### src/rtl/judge_scan_ctrl.sv
// judge_scan_ctrl: match-stage sequencer for plate recognition.
// For each character position it walks every template through the shared
// difference engine (req/ack), keeps the lowest-difference template, strobes
// that result to the position's voter, and pulses frame_done at frame end.
//
//   state | meaning
//   ------+-------------------------------------------------------------
//   IDLE  | waiting for start; outputs quiet
//   REQ   | cmp_req high for (pos, tpl); advances tpl on each cmp_ack
//   EMIT  | one cycle; char_valid[pos] carries the winning template
//   DONE  | one cycle; frame_done high, then back to IDLE

module judge_scan_ctrl #(
    parameter int NUM_POS = 7,
    parameter int NUM_TPL = 16,
    parameter int DIFF_W  = 16
) (
    input  logic                clk,
    input  logic                rst,
    input  logic                start,
    input  logic                abort,
    output logic                busy,
    output logic                cmp_req,
    output logic [2:0]          cmp_pos,
    output logic [3:0]          cmp_tpl,
    input  logic                cmp_ack,
    input  logic [DIFF_W-1:0]   cmp_diff,
    output logic [3:0]          char_index,
    output logic [DIFF_W-1:0]   char_diff,
    output logic [NUM_POS-1:0]  char_valid,
    output logic                frame_done
);

    localparam logic [2:0] LAST_POS = 3'(NUM_POS - 1);
    localparam logic [3:0] LAST_TPL = 4'(NUM_TPL - 1);

    typedef enum logic [1:0] {
        ST_IDLE = 2'd0,
        ST_REQ  = 2'd1,
        ST_EMIT = 2'd2,
        ST_DONE = 2'd3
    } state_t;

    state_t              state;
    logic [2:0]          pos;
    logic [3:0]          tpl;
    logic [DIFF_W-1:0]   best_diff;
    logic [3:0]          best_idx;

    logic                cand_better;
    logic [DIFF_W-1:0]   merged_diff;
    logic [3:0]          merged_idx;
    logic [NUM_POS-1:0]  pos_onehot;

    // Fold the returning difference into the running best. Strict less-than
    // means a tie keeps the earlier (lower) template index.
    always_comb begin
        cand_better = (cmp_diff < best_diff);
        merged_diff = best_diff;
        merged_idx  = best_idx;
        if (cand_better) begin
            merged_diff = cmp_diff;
            merged_idx  = tpl;
        end
    end

    // One-hot strobe pattern for the current position.
    always_comb begin
        pos_onehot = '0;
        for (int i = 0; i < NUM_POS; i++) begin
            pos_onehot[i] = (pos == 3'(i));
        end
    end

    // Request-side outputs are decoded straight from registered state so the
    // engine sees the new template in the cycle right after an ack.
    always_comb begin
        busy    = (state != ST_IDLE);
        cmp_req = (state == ST_REQ);
        cmp_pos = cmp_req ? pos : 3'd0;
        cmp_tpl = cmp_req ? tpl : 4'd0;
    end

    // Sequencer: state, counters, running best and registered result outputs.
    // The result registers are loaded on the final ack so that they are
    // already valid during the EMIT cycle.
    always_ff @(posedge clk or posedge rst) begin
        if (rst) begin
            state      <= ST_IDLE;
            pos        <= 3'd0;
            tpl        <= 4'd0;
            best_diff  <= '1;
            best_idx   <= 4'd0;
            char_index <= 4'd0;
            char_diff  <= '0;
            char_valid <= '0;
            frame_done <= 1'b0;
        end else begin
            char_valid <= '0;
            frame_done <= 1'b0;
            if (abort) begin
                state <= ST_IDLE;
            end else begin
                case (state)
                    ST_IDLE: begin
                        if (start) begin
                            pos       <= 3'd0;
                            tpl       <= 4'd0;
                            best_diff <= '1;
                            best_idx  <= 4'd0;
                            state     <= ST_REQ;
                        end
                    end
                    ST_REQ: begin
                        if (cmp_ack) begin
                            best_diff <= merged_diff;
                            best_idx  <= merged_idx;
                            if (tpl == LAST_TPL) begin
                                char_valid <= pos_onehot;
                                char_index <= merged_idx;
                                char_diff  <= merged_diff;
                                state      <= ST_EMIT;
                            end else begin
                                tpl <= tpl + 4'd1;
                            end
                        end
                    end
                    ST_EMIT: begin
                        if (pos == LAST_POS) begin
                            frame_done <= 1'b1;
                            state      <= ST_DONE;
                        end else begin
                            pos       <= pos + 3'd1;
                            tpl       <= 4'd0;
                            best_diff <= '1;
                            best_idx  <= 4'd0;
                            state     <= ST_REQ;
                        end
                    end
                    ST_DONE: begin
                        state <= ST_IDLE;
                    end
                    default: begin
                        state <= ST_IDLE;
                    end
                endcase
            end
        end
    end

endmodule

### config.mk
export PLATFORM = sky130hd
export DESIGN_NAME = judge_scan_ctrl
export DESIGN_NICKNAME = d
export VERILOG_FILES = /design/src/rtl/judge_scan_ctrl.sv
export SDC_FILE = /design/constraint.sdc
export NUM_CORES = 1
export LEC_CHECK = 0
export CORE_MARGIN = 4
export CORE_UTILIZATION = 50
export CTS_CLUSTER_DIAMETER = 30
export DETAILED_ROUTE_END_ITERATION = 16
export HOLD_SLACK_MARGIN = 0.03
export PLACE_DENSITY_LB_ADDON = 0.3
export SYNTH_ARGS = -nofsm -noshare
export SYNTH_HDL_FRONTEND = slang
export SYNTH_SLANG_ARGS = --single-unit
### constraint.sdc
create_clock -name clk -period 2.86 [get_ports clk]
set_input_delay 0.572 -clock clk [delete_from_list [all_inputs] [get_ports clk]]
set_output_delay 0.572 -clock clk [all_outputs]
set_load 0.005 [all_outputs]
==> flow_summary_export.csv, run 1 <==
group,metric,value,unit
route,drt.antenna.violating_nets,0,
synthesis,synth_top_cell_by_area,"dfrtp_1",
global_routing,number_of_antenna_violations_at_the_first_check_in_global_routing,0,
clock_tree,cts_hold_buf,0,
power_and_ir_drop,powerDensity,457,nW/µm²
global_routing,grt_overflow_total,0,
job,drv_cap,0,
sta,totalNegativeSetupSlack,0,ns
global_routing,grt_pass1_wl,14.2,mm
global_routing,globalRouteTotalUtil,20.8,%
placement,placement.io_buffers,57,
clock_tree,clock_tree_from_tritoncts,"built",
clock_tree,numCtsBuffers,9,
clock_tree,cts_root_buffer,"clkbuf_8",
setup_path,crit_fanout,17,
finish,ff_latch_area,1450,µm²
die,die_height,91.6,µm
setup_path,worstPathArrival,2.89,ns
finish,synthToLayoutAreaGrowth,24.5,%
die,rows,30,
clock_tree,cts_setup_buffers,0,
synthesis,synth_enable_flop_cells,0,
sta,rsz0062_at_grt,"false",
finish,area_occupied_by_multi_input_gates,1750,µm²
clock_tree,post_cts_resize_count,0,
setup_path,critical_path.endpoint_type,"flip-flop",
die,boundaryPins,58,
route,drt_iter0_markers,114,
die,dieArea,8390,µm²
synthesis,synth-async-reset-ratio,100,%
route,route.vias.total,2908,
setup_path,worstPathRequired,3.07,ns
synthesis,postSynthRegisterBits,57,
route,detail_route.wl_per_cell,16.8,µm
die,initial_core_util,51.4,%
finish,fillCellCount,553,
sta,fin_crit,2.68,ns
sta,tightest_slew,0.732,ns
synthesis,post-synth-top-area-fraction,29.4,%
synthesis,most_numerous_cell_types_in_the_synthesized_netlist,"dfrtp_1 (41), a311oi_1 (31), nor2_1 (26)",
power_and_ir_drop,leakage,1.90,nW
sta,maxSlewViolCount,0,
status,run_status,"complete, no violations",
clock_tree,cts.sink_count,57,
finish,share_of_final_layout_standard_cells_stronger_than_drive_strength_1,18.9,%
clock_tree,cts.reportedPaths.clkPinSlew,0.07,ns
route,drt-pass1-iter-count,4,
clock_tree,ctsLongestPathBuffers,2,
placement,dpl-instance-area,4170,µm²
sta,setup_viol,0,
synthesis,synth_ff_type,"dfrtp_1",
worst_hold_path,timing.hold.worst.class,"flip-flop to flip-flop",
synthesis,synth.yosys.seq_area_share,41.4,%
finish,num_antenna_cells,0,
synthesis,synth-warning-count,0,
synthesis,ys_types,39,
sta,max_freq,373,MHz
synthesis,postSynthCellCount,334,
setup_path,worst_setup_path_start_kind,"input pin",
sta,min_period_over_period,93.7,%
route,postRouteWirelength,8.27,mm
global_routing,pin_count_of_the_biggest_net_entering_global_routing,58,
placement,hpwlAfterDp,5.60,mm
sta,fin_worst_skew,0.00830,ns
sta,slew-limit-headroom,51.2,%
synthesis,yosys.cell_count.top_type,"dfrtp_1",
setup_path,setup.worst_path.class,"input pin to flip-flop",
placement,gp_congestion,0.828,
die,die_span_in_x,91.6,µm
clock_tree,cts_max_level,3,
clock_tree,insertion_delay,0.33,ns
sta,timing.final.hold_violations,0,
route,drt-vias-per-instance,5.90,
synthesis,synthesis.area_per_instance,10.5,µm²
finish,finish.net_count,434,
synthesis,synth_nets,376,
die,core_area,6790,µm²
route,drt_drc_violations_left,0,
synthesis,post_synth_main_area_contributors,"dfrtp_1 (29%), dfstp_2 (12%), a311oi_1 (7.8%)",
finish,postLayoutCellArea,4350,µm²
power_and_ir_drop,worst_ir_drop_vdd,0.000317,V
synthesis,synth_area,3490,µm²
global_routing,via_count_of_the_first_global_routing_pass,2976,
==> worst paths after layout <==
check                                     end  cells past startpoint          start  slack (ns)
max in group asynchronous        char_diff[5]                      3            rst        1.61
worst min register to register   best_diff[9]                      2   best_diff[9]        0.54
min in group asynchronous       char_valid[4]                      3            rst        0.77
worst min-delay path             best_diff[9]                      2   best_diff[9]        0.54
worst max register to register   char_diff[3]                      8  best_diff[13]        0.30
worst max-delay path             char_diff[3]                      8   cmp_diff[13]        0.18
==> critical path, stage by stage <==
cell and delay (ns):
clkdlybuf4s50_1 0.44, ha_1 0.33, a21o_1 0.17, a21o_1 0.20, a2111oi_4 0.46, buf_4 0.30, a311oi_1 0.12, a311o_1 0.30
==> area by class of cell <==
type                            count  share of cell area (%)
Multi-Input combinational cell    221                    40.3
Sequential cell                    57                    33.2
Timing Repair Buffer               79                    17.5
Clock buffer                       11                    3.48
Tap cell                           96                    2.76
Inverter                           24                    2.07
Clock inverter                      5                   0.690
==> per-layer routing <==
metal  wire length (µm)  track usage (%)
met4                 80             7.66
met5                  0                0
met3                390             3.81
met2               4020             32.7
met1               3770             28.5
==> where the power goes <==
| group | total, mW | internal [mW] | switching, mW |
|---|---|---|---|
| logic | 0.396 | 0.168 | 0.228 |
| registers | 0.913 | 0.875 | 0.0378 |
| clock network | 0.680 | 0.357 | 0.324 |
| total | 1.99 | 1.40 | 0.590 |
==> registers in the layout, summed over array words and instances (netlist names) <==
signal      cells
char_diff      16
state           2
best_diff      16
char_valid      7
best_idx        4
pos             3
char_index      4
tpl             4
frame_done      1
==> stage by stage <==
step / worst slack (ns) / util [%] / instances / total power [mW] / hold WS [ns]
2_1_floorplan: 0.542 / - / 334 / 1.21 / 0.501
3_3_place_gp: -0.0817 / 61.4 / 477 / 1.31 / 0.521
3_5_place_dp: -0.145 / 61.4 / 477 / 1.32 / 0.524
4_1_cts: 0.198 / 64.1 / 493 / 2.01 / 0.538
5_1_grt: 0.103 / 64.1 / 493 / 2.10 / 0.560
6_report: 0.179 / 64.1 / 493 / 1.99 / 0.537
==> cells by family after synthesis <==
group                      share of synthesized area, %
AOI/OAI and AO/OA                                  28.4
adders and majority gates                          7.52
buffers and inverters                              8.52
DFF                                                41.4
and+or+nand+nor                                    14.2
==> cell usage in the layout, fill, tap and decap left out, drive strengths merged, types with 3 or more instances in the layout <==
| master | n |
|---|---|
| a21o | 5 |
| a21oi | 5 |
| a221oi | 15 |
| a311o | 22 |
| a311oi | 31 |
| a31oi | 9 |
| and2 | 9 |
| and3 | 8 |
| buf | 22 |
| clkbuf | 11 |
| clkdlybuf4s50 | 57 |
| clkinv | 3 |
| dfrtp | 41 |
| dfstp | 16 |
| ha | 21 |
| inv | 24 |
| nand2 | 12 |
| nand3 | 5 |
| nor2 | 26 |
| nor2b | 18 |
| nor3 | 7 |
| o21ai | 7 |
| o22a | 3 |
Note: power is estimated with default switching activity, not from simulation.
==> run 2, diff against run 1 <==
--- a/config.mk
+++ b/config.mk
@@ -5,7 +5,7 @@
 export SDC_FILE = /design/constraint.sdc
 export NUM_CORES = 1
 export LEC_CHECK = 0
-export CORE_MARGIN = 4
+export CORE_MARGIN = 2
 export CORE_UTILIZATION = 50
 export CTS_CLUSTER_DIAMETER = 30
 export DETAILED_ROUTE_END_ITERATION = 16
==> run 2 against run 1 <==
Net effect: via count grew 0.69%; hold slack gained 0.00085 ns; first-iteration DRC count grew 77%; core utilization grew 0.35 points; critical path depth is the same; sequential power is essentially flat; highest routed layer unchanged; sequential share of layout area shrank 0.18 points; die area shrank 8.5%.
==> flow_summary_export.csv, run 2 (synthesis gave the netlist of run 1 again) <==
group,metric,value,unit
finish,top_library_cells_by_usage_in_the_layout_fill_and_taps_aside,"clkdlybuf4s50_1 (57), dfrtp_1 (41), a311oi_1 (31)",
clock_tree,cts.reportedPaths.clkPinSlew,0.07,ns
setup_path,worstPathArrival,2.86,ns
sta,min_period_over_period,92.2,%
global_routing,grt_pass1_wl,13.7,mm
power_and_ir_drop,leakage,1.91,nW
clock_tree,insertion_delay,0.34,ns
global_routing,globalRouteTotalUtil,22.7,%
finish,synthToLayoutAreaGrowth,25.2,%
worst_hold_path,timing.hold.worst.class,"flip-flop to flip-flop",
placement,placement.setup.worst_slack,-0.102,ns
finish,instances_no_fill,493,
setup_path,worst_setup_path_start_kind,"input pin",
route,route.vias.total,2928,
clock_tree,cts.sink_count,57,
clock_tree,cts_root_buffer,"clkbuf_8",
route,detail_route.wl_per_cell,16.3,µm
clock_tree,clock_tree_from_tritoncts,"built",
placement,dpl.cell_count,477,
setup_path,crit_fanout,14,
sta,slew-limit-headroom,52.3,%
finish,layout.cells.most_common,"clkdlybuf4s50_1",
setup_path,critical_path.reg2reg.startpoint,"best_diff[13]",
route,drt_drc_violations_left,0,
clock_tree,cts_hold_buf,0,
die,boundaryPins,58,
clock_tree,post_cts_resize_count,0,
setup_path,critical_path.endpoint_type,"flip-flop",
sta,max_freq,379,MHz
finish,fillCellCount,552,
power_and_ir_drop,switching_share,27.3,%
sta,maxSlewViolCount,0,
route,drt-vias-per-instance,5.94,
finish,num_antenna_cells,0,
route,postRouteWirelength,8.05,mm
power_and_ir_drop,worst_ir_drop_vdd,0.000244,V
power_and_ir_drop,combinationalPowerShare,18.1,%
job,drv_cap,0,
sta,setup_viol,0,
sta,tightest_slew,0.716,ns
die,die_span_in_x,87.6,µm
setup_path,setup.worst_path.class,"input pin to flip-flop",
status,run_status,"complete, no violations",
clock_tree,numCtsBuffers,9,
global_routing,grt_overflow_total,0,
placement,placement.io_buffers,57,
setup_path,crit_path_start,"cmp_diff[13]",
die,rows,30,
setup_path,worst_r2r_endpoint,"char_diff[4]",
finish,share_of_final_layout_standard_cells_stronger_than_drive_strength_1,18.6,%
global_routing,number_of_antenna_violations_at_the_first_check_in_global_routing,0,
die,initial_core_util,51.4,%
route,drt_iter0_markers,202,
sta,rsz0062_at_grt,"false",
finish,registers_with_the_most_flip_flops,"best_diff: 16 flops, char_diff: 16 flops, char_valid: 7 flops",
sta,setup_ws,0.224,ns
worst_hold_path,hold_path_startpoint,"best_diff[13]",
power_and_ir_drop,p_int,1.58,mW
die,dieArea,7670,µm²
power_and_ir_drop,powerDensity,497,nW/µm²
power_and_ir_drop,power_frac_seq,42.1,%
setup_path,reg2reg_path_depth,8,
setup_path,setup.reg_to_reg.worst_slack,0.38,ns
clock_tree,cts_max_level,3,
route,drt-pass1-iter-count,4,
power_and_ir_drop,power.net_switching,0.593,mW
clock_tree,ctsLongestPathBuffers,2,
clock_tree,cts_setup_buffers,0,
placement,gp_congestion,0.879,
global_routing,pin_count_of_the_biggest_net_entering_global_routing,58,
placement,hpwlAfterDp,5.37,mm
setup_path,worstPathRequired,3.08,ns
die,die_height,87.6,µm
global_routing,via_count_of_the_first_global_routing_pass,2921,
worst_hold_path,hold_endpoint,"best_diff[13]",
sta,fin_crit,2.64,ns
route,drt.antenna.violating_nets,0,
die,core_area,6790,µm²
power_and_ir_drop,clkPwrFrac,39.8,%
sta,fin_worst_skew,0.0119,ns
sta,timing.final.hold_violations,0,
worst_hold_path,min_delay_path_depth,2,
finish,finish.net_count,434,
run 2: through the flow:
| stage | util (%) | hold slack [ns] | power, mW | setup TNS (ns) | area, µm² |
|---|---|---|---|---|---|
| 2_1_floorplan | - | 0.501 | 1.21 | 0 | 3490 |
| 3_3_place_gp | 61.0 | 0.518 | 1.31 | -0.498 | 4150 |
| 3_5_place_dp | 61.0 | 0.526 | 1.32 | -1.12 | 4150 |
| 4_1_cts | 64.4 | 0.536 | 2.19 | 0 | 4380 |
| 5_1_grt | 64.4 | 0.560 | 2.28 | 0 | 4380 |
| 6_report | 64.4 | 0.538 | 2.17 | 0 | 4380 |
run 2: critical path, stage by stage:
cell             delay, ns
clkdlybuf4s50_1       0.46
ha_1                  0.35
a21o_1                0.16
a21o_1                0.20
a2111oi_4             0.42
buf_4                 0.27
a311oi_1              0.12
a311o_1               0.30
run 2: routing by layer:
layer / global-route usage [%] / share of wire [%]
met1: 31.6 / 47
met2: 35.1 / 47
met3: 4.43 / 4.2
met4: 9.09 / 1.6
met5: 0 / 0
run 2: how the worst max path moves through the flow:
stage / endpoint / slack [ns] / depth (start not counted)
2_1_floorplan: best_idx[3] / 0.54 / 8
3_3_place_gp: char_diff[3] / -0.04 / 8
3_5_place_dp: char_diff[4] / -0.10 / 8
4_1_cts: char_diff[4] / 0.24 / 8
5_1_grt: char_diff[2] / 0.13 / 8
6_report: char_diff[4] / 0.22 / 8
run 2: power groups by stage:
| stage | registers [mW] | logic, mW | clock network (mW) |
|---|---|---|---|
| CTS | 0.913 | 0.394 | 0.886 |
| global placement | 0.924 | 0.386 | 0 |
| global route | 0.920 | 0.436 | 0.923 |
| floorplan | 0.913 | 0.301 | 0 |
| finish | 0.914 | 0.393 | 0.865 |
| detailed placement | 0.928 | 0.391 | 0 |
run 2: cell type report:
cell class	instances	area, µm²	share of cell area (%)
Clock inverter	4	75.1	1.72
Multi-Input combinational cell	221	1750	40.1
Timing Repair Buffer	79	736	16.8
Tap cell	96	120	2.75
Clock buffer	12	155	3.55
Sequential cell	57	1450	33.1
Inverter	24	90.1	2.06
==> run 3, diff against run 2 <==
--- a/config.mk
+++ b/config.mk
@@ -9,8 +9,10 @@
 export CORE_UTILIZATION = 50
 export CTS_CLUSTER_DIAMETER = 30
 export DETAILED_ROUTE_END_ITERATION = 16
+export GPL_ROUTABILITY_DRIVEN = 0
 export HOLD_SLACK_MARGIN = 0.03
 export PLACE_DENSITY_LB_ADDON = 0.3
+export SKIP_LAST_GASP = 1
 export SYNTH_ARGS = -nofsm -noshare
 export SYNTH_HDL_FRONTEND = slang
 export SYNTH_SLANG_ARGS = --single-unit
==> constraint.sdc (replaced) <==
create_clock -name clk -period 2.85 [get_ports clk]
set_input_delay 0.57 -clock clk [delete_from_list [all_inputs] [get_ports clk]]
set_output_delay 0.57 -clock clk [all_outputs]
set_load 0.005 [all_outputs]
==> run 3 against run 2 <==
Net effect: flip-flop and latch count unchanged; largest power group unchanged; combinational power about the same; clock power down 5.8%; clock skew down 0.0051 ns; critical path type unchanged; via count down 0.51%; critical endpoint unchanged.
==> flow_summary_export.csv, run 3 (synthesis gave the netlist of run 1 again) <==
group,metric,value,unit
status,run_status,"complete, no violations",
setup_path,crit_path_start,"cmp_diff[13]",
finish,finish.net_count,434,
finish,share_of_final_layout_standard_cells_stronger_than_drive_strength_1,18.9,%
route,drt.antenna.violating_nets,0,
route,route.vias.total,2913,
finish,top_library_cells_by_usage_in_the_layout_fill_and_taps_aside,"clkdlybuf4s50_1 (57), dfrtp_1 (41), a311oi_1 (31)",
sta,rsz0062_at_grt,"false",
die,die_span_in_x,87.6,µm
power_and_ir_drop,powerDensity,488,nW/µm²
worst_hold_path,hold_path_startpoint,"best_diff[13]",
clock_tree,cts.reportedPaths.clkPinSlew,0.07,ns
placement,placement.setup.worst_slack,-0.104,ns
die,rows,30,
clock_tree,cts_root_buffer,"clkbuf_8",
worst_hold_path,timing.hold.worst.class,"flip-flop to flip-flop",
setup_path,crit_fanout,14,
sta,slew-limit-headroom,51.2,%
sta,setup_viol,0,
placement,placement.io_buffers,57,
setup_path,max_stage_delay,0.45,ns
die,dieArea,7670,µm²
die,boundaryPins,58,
global_routing,number_of_antenna_violations_at_the_first_check_in_global_routing,0,
clock_tree,cts_hold_buf,0,
clock_tree,cts.sink_count,57,
sta,min_period_over_period,91.7,%
finish,registers_with_the_most_flip_flops,"best_diff: 16 flops, char_diff: 16 flops, char_valid: 7 flops",
sta,setup_ws,0.237,ns
setup_path,critical_path.reg2reg.startpoint,"best_diff[13]",
route,drt-vias-per-instance,5.91,
global_routing,grt_pass1_wl,14.1,mm
global_routing,grt_overflow_total,0,
die,initial_core_util,51.4,%
setup_path,timing.critical_path.cells,"clkdlybuf4s50_1 -> ha_1 -> a21o_1 -> a21o_1 -> a2111oi_4 -> buf_4 -> a311oi_1 -> a311o_1",
route,drt_drc_violations_left,0,
route,drt_iter0_markers,170,
setup_path,worst_setup_path_start_kind,"input pin",
clock_tree,cts_setup_buffers,0,
power_and_ir_drop,total_power,2.13,mW
global_routing,via_count_of_the_first_global_routing_pass,3010,
job,drv_cap,0,
finish,layout.cells.most_common,"clkdlybuf4s50_1",
setup_path,critical_path.endpoint_type,"flip-flop",
route,postRouteWirelength,8.14,mm
clock_tree,insertion_delay,0.35,ns
global_routing,pin_count_of_the_biggest_net_entering_global_routing,58,
sta,timing.final.hold_violations,0,
power_and_ir_drop,worst_ir_drop_vdd,0.000288,V
finish,synthToLayoutAreaGrowth,24.8,%
clock_tree,post_cts_resize_count,0,
finish,ff_latch_area,1450,µm²
die,die_height,87.6,µm
setup_path,worstPathRequired,3.08,ns
clock_tree,ctsLongestPathBuffers,2,
finish,fillCellCount,567,
clock_tree,clock_tree_from_tritoncts,"built",
sta,maxSlewViolCount,0,
setup_path,worst_path_max_delay_cell,"clkdlybuf4s50_1",
global_routing,globalRouteTotalUtil,23.4,%
finish,area_occupied_by_multi_input_gates,1750,µm²
clock_tree,numCtsBuffers,9,
sta,fin_worst_skew,0.00681,ns
sta,fin_crit,2.61,ns
sta,tightest_slew,0.732,ns
route,drt-pass1-iter-count,4,
route,detail_route.wl_per_cell,16.5,µm
power_and_ir_drop,leakage,1.91,nW
die,core_area,6790,µm²
placement,hpwlAfterDp,5.38,mm
setup_path,setup.worst_path.class,"input pin to flip-flop",
setup_path,worstPathArrival,2.85,ns
finish,num_antenna_cells,0,
setup_path,critical_path.most_common_cell,"a21o_1",
clock_tree,cts_max_level,3,
sta,max_freq,383,MHz
-- run 3: cell type report --
cell class | count | share of cell area [%]
flip-flops and latches | 57 | 33.2
clock buffers | 12 | 3.79
inverters | 24 | 2.07
repair buffers | 79 | 16.9
clock inverters | 4 | 1.15
multi-input cells | 221 | 40.2
well taps | 96 | 2.75
-- run 3: final timing paths --
check,endpoint,slack (ns),depth (start not counted)
worst min-delay path,best_diff[13],0.53,2
worst max register to register,char_diff[4],0.37,8
max in group asynchronous,char_index[0],1.61,3
min in group asynchronous,char_valid[2],0.74,3
worst max-delay path,char_diff[4],0.24,8
worst min register to register,best_diff[13],0.53,2
-- run 3: power by group --
group | leakage, nW | internal, mW | total, mW | switching (mW)
Clock | 0.105 | 0.473 | 0.815 | 0.342
Sequential | 0.738 | 0.878 | 0.918 | 0.0397
Combinational | 1.06 | 0.167 | 0.394 | 0.227
Total | 1.91 | 1.52 | 2.13 | 0.609
-- run 3: metal layers --
layer / track usage, % / vias to the layer above / routed length [µm]
li1: - / 1391 / -
met1: 32.8 / 1451 / 3820
met2: 36.2 / 61 / 3930
met3: 3.58 / 10 / 259
met4: 9.93 / 0 / 131
met5: 0 / - / 0
-- run 3: worst max-delay path: cells and delay by family --
| family | cells | cell delay, ns |
|---|---|---|
| AO/OA/AOI/OAI | 5 | 1.20 |
| adder cells (fa/ha/maj) | 1 | 0.34 |
| buffers and inverters | 2 | 0.73 |
-- run 3: stage by stage --
stage | hold WS [ns] | area (µm²) | setup TNS, ns | utilization [%] | instances
3_5_place_dp | 0.528 | 4150 | -1.44 | 61.0 | 477
3_3_place_gp | 0.518 | 4150 | -0.656 | 61.0 | 477
2_1_floorplan | 0.501 | 3490 | 0 | - | 334
6_report | 0.535 | 4360 | 0 | 64.2 | 493
5_1_grt | 0.549 | 4360 | 0 | 64.2 | 493
4_1_cts | 0.534 | 4360 | 0 | 64.2 | 493
